File: src/rtl/alu_seq_pkg.sv
// Shared types for the handshaked sequential ALU: opcodes, FSM states and
// iterative-unit modes.
package alu_seq_pkg;

    localparam int OP_W = 4;

    typedef enum logic [OP_W-1:0] {
        ALU_ADD  = 4'h0,
        ALU_SUB  = 4'h1,
        ALU_AND  = 4'h2,
        ALU_OR   = 4'h3,
        ALU_XOR  = 4'h4,
        ALU_SLT  = 4'h5,
        ALU_SLTU = 4'h6,
        ALU_SLL  = 4'h7,
        ALU_SRL  = 4'h8,
        ALU_SRA  = 4'h9,
        ALU_MUL  = 4'hA,
        ALU_DIVU = 4'hB,
        ALU_REMU = 4'hC
    } alu_op_e;

    typedef enum logic [1:0] {
        IDLE,
        BUSY,
        DONE
    } state_e;

    typedef enum logic [1:0] {
        MD_MUL,
        MD_DIV,
        MD_REM
    } md_mode_e;

    function automatic logic is_iter_op(input logic [OP_W-1:0] op);
        return (op == ALU_MUL) || (op == ALU_DIVU) || (op == ALU_REMU);
    endfunction

endpackage

File: src/rtl/alu_iter_muldiv.sv
// Iterative shift-add multiplier / restoring divider, one step per cycle,
// WIDTH steps per operation. 'done' and 'result' reflect the final step combinationally.
module alu_iter_muldiv
    import alu_seq_pkg::*;
#(
    parameter int WIDTH = 32
) (
    input  logic             clk,
    input  logic             rst_n,
    input  logic             start,
    input  md_mode_e         mode,
    input  logic [WIDTH-1:0] a,
    input  logic [WIDTH-1:0] b,
    output logic             busy,
    output logic             done,
    output logic [WIDTH-1:0] result
);

    localparam int CW = $clog2(WIDTH);

    // acc: product sum or partial remainder; opb: multiplicand or divisor;
    // opq: multiplier (shifting out) or dividend/quotient (shifting through)
    logic [WIDTH-1:0] acc_reg, acc_next;
    logic [WIDTH-1:0] opb_reg, opb_next;
    logic [WIDTH-1:0] opq_reg, opq_next;
    logic [CW-1:0]    count_reg;
    logic             busy_reg;
    md_mode_e         mode_reg;

    logic [WIDTH:0]   shifted;
    logic [WIDTH-1:0] diff;
    logic             ge;

    always_comb begin
        acc_next = acc_reg;
        opb_next = opb_reg;
        opq_next = opq_reg;
        shifted  = '0;
        diff     = '0;
        ge       = 1'b0;
        if (mode_reg == MD_MUL) begin
            if (opq_reg[0]) begin
                acc_next = acc_reg + opb_reg;
            end
            opb_next = opb_reg << 1;
            opq_next = opq_reg >> 1;
        end else begin
            // A zero divisor always "fits": quotient fills with ones and the
            // remainder ends up as the dividend, which is the required result.
            shifted  = {acc_reg, opq_reg[WIDTH-1]};
            ge       = (shifted >= {1'b0, opb_reg});
            diff     = shifted[WIDTH-1:0] - opb_reg;
            acc_next = ge ? diff : shifted[WIDTH-1:0];
            opq_next = {opq_reg[WIDTH-2:0], ge};
        end
    end

    assign busy   = busy_reg;
    assign done   = busy_reg && (count_reg == CW'(WIDTH - 1));
    assign result = (mode_reg == MD_DIV) ? opq_next : acc_next;

    always_ff @(posedge clk or negedge rst_n) begin
        if (!rst_n) begin
            acc_reg   <= '0;
            opb_reg   <= '0;
            opq_reg   <= '0;
            count_reg <= '0;
            busy_reg  <= 1'b0;
            mode_reg  <= MD_MUL;
        end else if (start) begin
            acc_reg   <= '0;
            opb_reg   <= b;
            opq_reg   <= a;
            count_reg <= '0;
            busy_reg  <= 1'b1;
            mode_reg  <= mode;
        end else if (busy_reg) begin
            acc_reg   <= acc_next;
            opb_reg   <= opb_next;
            opq_reg   <= opq_next;
            count_reg <= count_reg + CW'(1);
            if (done) begin
                busy_reg <= 1'b0;
            end
        end
    end

endmodule

File: src/rtl/alu_seq_muldiv.sv
// Handshaked ALU with single-cycle ops and optional iterative MUL/DIVU/REMU.
// Define ALU_MULDIV_EN to build the iterative unit; otherwise opcodes A-C are illegal.
module alu_seq_muldiv
    import alu_seq_pkg::*;
#(
    parameter int WIDTH = 32
) (
    input  logic             clk,
    input  logic             rst_n,
    input  logic             in_valid,
    output logic             in_ready,
    input  logic [OP_W-1:0]  op,
    input  logic [WIDTH-1:0] IN1,
    input  logic [WIDTH-1:0] IN2,
    output logic             out_valid,
    input  logic             out_ready,
    output logic [WIDTH-1:0] OUT,
    output logic             Zero,
    output logic             illegal
);

    localparam int SHW = $clog2(WIDTH);

    state_e           state_reg, state_next;
    logic [WIDTH-1:0] out_reg, out_next;
    logic             zero_reg, zero_next;
    logic             illegal_reg, illegal_next;
    logic             load;

    logic [WIDTH-1:0] alu_res;
    logic             alu_illegal;
    logic [SHW-1:0]   shamt;
    logic             iter_done;
    logic [WIDTH-1:0] iter_result;

    assign shamt = IN2[SHW-1:0];

    always_comb begin
        alu_res     = '0;
        alu_illegal = 1'b0;
        case (op)
            ALU_ADD:  alu_res = IN1 + IN2;
            ALU_SUB:  alu_res = IN1 - IN2;
            ALU_AND:  alu_res = IN1 & IN2;
            ALU_OR:   alu_res = IN1 | IN2;
            ALU_XOR:  alu_res = IN1 ^ IN2;
            ALU_SLT:  alu_res = WIDTH'($signed(IN1) < $signed(IN2));
            ALU_SLTU: alu_res = WIDTH'(IN1 < IN2);
            ALU_SLL:  alu_res = IN1 << shamt;
            ALU_SRL:  alu_res = IN1 >> shamt;
            ALU_SRA:  alu_res = $unsigned($signed(IN1) >>> shamt);
            default:  alu_illegal = 1'b1;
        endcase
    end

`ifdef ALU_MULDIV_EN
    logic     iter_start;
    logic     iter_busy;
    md_mode_e iter_mode;

    assign iter_start = (state_reg == IDLE) && in_valid && is_iter_op(op);
    assign iter_mode  = (op == ALU_MUL)  ? MD_MUL :
                        (op == ALU_DIVU) ? MD_DIV : MD_REM;

    alu_iter_muldiv #(
        .WIDTH (WIDTH)
    ) u_iter (
        .clk    (clk),
        .rst_n  (rst_n),
        .start  (iter_start),
        .mode   (iter_mode),
        .a      (IN1),
        .b      (IN2),
        .busy   (iter_busy),
        .done   (iter_done),
        .result (iter_result)
    );
`else
    assign iter_done   = 1'b0;
    assign iter_result = '0;
`endif

    always_comb begin
        state_next   = state_reg;
        load         = 1'b0;
        out_next     = alu_res;
        illegal_next = alu_illegal;
        case (state_reg)
            IDLE: begin
                if (in_valid) begin
`ifdef ALU_MULDIV_EN
                    if (is_iter_op(op)) begin
                        state_next = BUSY;
                    end else
`endif
                    begin
                        state_next = DONE;
                        load       = 1'b1;
                    end
                end
            end
            BUSY: begin
                if (iter_done) begin
                    state_next   = DONE;
                    load         = 1'b1;
                    out_next     = iter_result;
                    illegal_next = 1'b0;
                end
            end
            DONE: begin
                if (out_ready) begin
                    state_next = IDLE;
                end
            end
            default: state_next = IDLE;
        endcase
        zero_next = (out_next == '0);
    end

    always_ff @(posedge clk or negedge rst_n) begin
        if (!rst_n) begin
            state_reg <= IDLE;
        end else begin
            state_reg <= state_next;
        end
    end

    // Result registers change only on entry to DONE, so they hold while stalled
    always_ff @(posedge clk or negedge rst_n) begin
        if (!rst_n) begin
            out_reg     <= '0;
            zero_reg    <= 1'b0;
            illegal_reg <= 1'b0;
        end else if (load) begin
            out_reg     <= out_next;
            zero_reg    <= zero_next;
            illegal_reg <= illegal_next;
        end
    end

    assign in_ready  = (state_reg == IDLE);
    assign out_valid = (state_reg == DONE);
    assign OUT       = out_reg;
    assign Zero      = zero_reg;
    assign illegal   = illegal_reg;

endmodule

File: config.mk
export PLATFORM = sky130hd
export DESIGN_NAME = alu_seq_muldiv
export DESIGN_NICKNAME = d
export VERILOG_FILES = /design/src/rtl/alu_seq_pkg.sv /design/src/rtl/alu_iter_muldiv.sv /design/src/rtl/alu_seq_muldiv.sv
export SDC_FILE = /design/constraint.sdc
export NUM_CORES = 1
export LEC_CHECK = 0
export CELL_PAD_IN_SITES_DETAIL_PLACEMENT = 1
export CELL_PAD_IN_SITES_GLOBAL_PLACEMENT = 2
export CORE_UTILIZATION = 37
export DETAILED_ROUTE_END_ITERATION = 16
export GPL_TIMING_DRIVEN = 0
export PLACE_DENSITY = 0.89
export SLEW_MARGIN = 20
export SYNTH_ARGS = -nofsm -noshare
export SYNTH_HDL_FRONTEND = slang
export SYNTH_HIERARCHICAL = 1
export SYNTH_SLANG_ARGS = --single-unit
File: constraint.sdc
create_clock -name clk -period 2.4 [get_ports clk]
set_input_delay 0.36 -clock clk [delete_from_list [all_inputs] [get_ports clk]]
set_output_delay 0.36 -clock clk [all_outputs]
set_load 0.05 [all_outputs]
==> flow_summary.toml <==
[sta]
setup_violations = 33
rsz0062_at_grt = "true"
final_hold_viol_count = 0
fin_crit_sh_pct = 175
tightest_slew_ns = 1.01
layout_setup_ws_ns = -1.80
finalCriticalPeriod_ns = 4.20
tns_ns = -28.07
relSlewSlack_pct = 32.5
report.final.slew_viol_count = 0
fmax_mhz = 238
skew_ns = 0.00371
hold_slack_ns = 0.475

[drt]
wl_per_cell_um = 35.3
final_antenna_net_count = 0
top_layer = "met4"
dr.pass1.iters = 6
vias = 15074
met3_length_um = 9510
drt_iter0_markers = 2015
wirelength_um = 73900
wl_met2_um = 30500
drc = 0
viasPerCell = 7.21
met1_length_um = 28400

[setup_path]
critical_path_class = "input port to flip-flop"
critPathTopFamily = "compound AO/OA/AOI/OAI gates"
cp_slowest_cell = "nor4_2"
critPathMaxFanout = 5
crit_path_start_kind = "input port"
path_cells = "buf_12 > inv_12 > clkbuf_16 > buf_12 > buf_12 > clkbuf_16 > ha_4 > buf_6 > o211ai_1 > o211ai_1 > buf_4 > a21boi_4 > o31ai_4 > xnor2_1 > o211ai_1 > nor4_2 > nand2_1 > nor4_4 > nand4_1 > o41ai_2"
worst_ep_arrival_time_ns = 4.38
critPathRequiredTime_ns = 2.58
max_stage_delay_ns = 0.40
cp_num_buf_inv = 8
end_kind = "flip-flop"

[hold_path]
hold_path_class = "input port to asynchronous set/reset pin"

[finish]
area_growth_syn_to_layout_pct = 52.3
nets = 1883
largest_register_ffs = 32
design_area_mm2 = 0.0159
final_cells = 2092
fill_cells = 3303
drive_above_1_share_pct = 35.7

[cts]
clk_latency_ns = 0.29
clk_pin_slew_ns = 0.06
cts_buffers = 5
cts-root-buf = "clkbuf_16"
clock_tree.buffer_depth = 2
cts_max_level = 2
cts.sinks = 35
cts_tree = "built"

[floorplan]
die_y_um = 170
start_util_pct = 37.7
die_w_um = 170
dieArea_mm2 = 0.0290
ios = 108
core_area_mm2 = 0.0278
fp-row-count = 61

[job]
drv_cap = 0

[logic_synthesis]
avgSynthCellArea_um2 = 7.24
synth-seq-area-share_pct = 8.37
yosysWarnings = 6
yosysMostFrequentCell = "nand2_1"
async_reset_ff_share_pct = 100
synth_cells = 1445
synth_common_cells = "154 x nand2_1, 134 x nor2_1, 107 x a21oi_1"
synth_area_leaders = "ha_1 12%, dfrtp_1 8.4%, mux2i_1 5.6%, mux4_2 5.6%, nand2_1 5.5%"
synth_seq_cells = 35
netlist_area_mm2 = 0.0105
yosysTopAreaCellShare_pct = 11.6
synth.largest_area_cell = "ha_1"
synth_flop_cell = "dfrtp_1"
synth_edf_count = 0
synth.distinct_cells = 98
synth_nets = 1616

[placed_design]
postPlaceCellArea_mm2 = 0.0124
placed_cells = 1934
finalWeightedCongestion = 1.04
io_buffer_count = 107
hpwl_um = 52100

[power_and_ir_drop]
p_sw_mw = 3.39
powerDensity_mw_per_mm2 = 400
internal_power_mw = 2.99
cellLeakagePower_nw = 6.64
p_sw_share_pct = 53.2
clockPowerShare_pct = 11.0
peakVddDrop_v = 0.000390
combPwrFrac_pct = 76.4
p_seq_share_pct = 12.6

[global_route]
grt_pass1_wl_um = 101000
antenna_found_initial = 2
grt_pass1_vias = 14650
overflow = 0
grt_max_degree = 30
grt.total_usage_pct = 48.2

[outcome]
status = "complete, but fails checks"
violations = "setup timing"
-- metal layers --
metal / up-vias / global-route usage [%]
li1: 5970 / -
met1: 7519 / 61.8
met2: 1241 / 71.6
met3: 344 / 15.6
met4: 0 / 25.3
met5: - / 0
-- final timing paths --
| check | start | end | slack (ns) | cells after the start |
|---|---|---|---|---|
| setup / recovery | IN2[3] | Zero$_DFFE_PN0P_ | -1.80 | 20 |
| hold / removal | rst_n | Zero$_DFFE_PN0P_ | 0.48 | 2 |
| setup reg to reg | state_reg[1]$_DFFE_PN0P_ | Zero$_DFFE_PN0P_ | 0.05 | 7 |
| hold reg to reg | OUT[16]$_DFFE_PN0P_ | OUT[16]$_DFFE_PN0P_ | 0.48 | 2 |
| max in group asynchronous | rst_n | OUT[10]$_DFFE_PN0P_ | 1.50 | 3 |
| min in group clk | OUT[16]$_DFFE_PN0P_ | OUT[16]$_DFFE_PN0P_ | 0.48 | 2 |
-- cell families (layout without fill, tap and decap cells) --
kind of cell,count (synthesis),after routing,synth area share [%]
buffers and inverters,213,481,8.56
DFF,35,35,8.37
xor gates and xnor gates,17,17,1.42
other,0,1,0
muxes,124,124,15.6
AOI/OAI and AO/OA,504,504,34.0
and+or+nand+nor,453,453,20.0
adders and majority gates,99,99,12.0
-- stage by stage --
step / utilization (%) / setup slack (ns) / power (mW)
after global placement: 44.3 / -3.58 / 4.31
after floorplan: - / -1.60 / 3.00
final: 57.4 / -1.80 / 6.38
after global routing: 57.4 / -1.79 / 6.51
after detailed placement: 44.5 / -3.57 / 4.36
after CTS: 54.4 / -1.70 / 5.78
-- final cells by class --
class | instances | area, µm² | area share, %
diodes | 1 | 2.50 | 0.0157
plain buffers | 95 | 931 | 5.84
clock buffers | 8 | 156 | 0.981
inverters | 107 | 467 | 2.93
multi-input cells | 1197 | 10600 | 66.2
flip-flops and latches | 35 | 876 | 5.49
well taps | 378 | 473 | 2.97
repair buffers | 271 | 2480 | 15.6
-- power groups by stage --
stage / Combinational [mW] / Sequential (mW) / Clock, mW
floorplan: 1.75 / 1.25 / 0
global placement: 3.52 / 0.793 / 0
detailed placement: 3.56 / 0.802 / 0
CTS: 4.29 / 0.794 / 0.702
global route: 4.97 / 0.814 / 0.722
finish: 4.87 / 0.803 / 0.704
-- layout by cell type (no fill, tap or decap), types with 32 or more instances in the layout --
| master | netlist | routed |
|---|---|---|
| a21oi_1 | 107 | 80 |
| buf_4 | 2 | 136 |
| clkdlybuf4s50_1 | 0 | 59 |
| dfrtp_1 | 35 | 35 |
| ha_1 | 97 | 83 |
| inv_1 | 102 | 90 |
| mux2i_1 | 59 | 40 |
| nand2_1 | 154 | 146 |
| nand3_1 | 36 | 32 |
| nor2_1 | 134 | 119 |
| o21ai_0 | 81 | 51 |
-- repair_timing --
item                                    in CTS  in global routing
setup buffers                              130                 52
cloned                                       1                  0
endpoints found under the setup margin      34                 33
resized for setup                          452                175
pin swaps                                   81                 95
hold endpoints to repair                     6                  0
hold buffers                                 1                  0
Power figures use the tool's default switching activity.
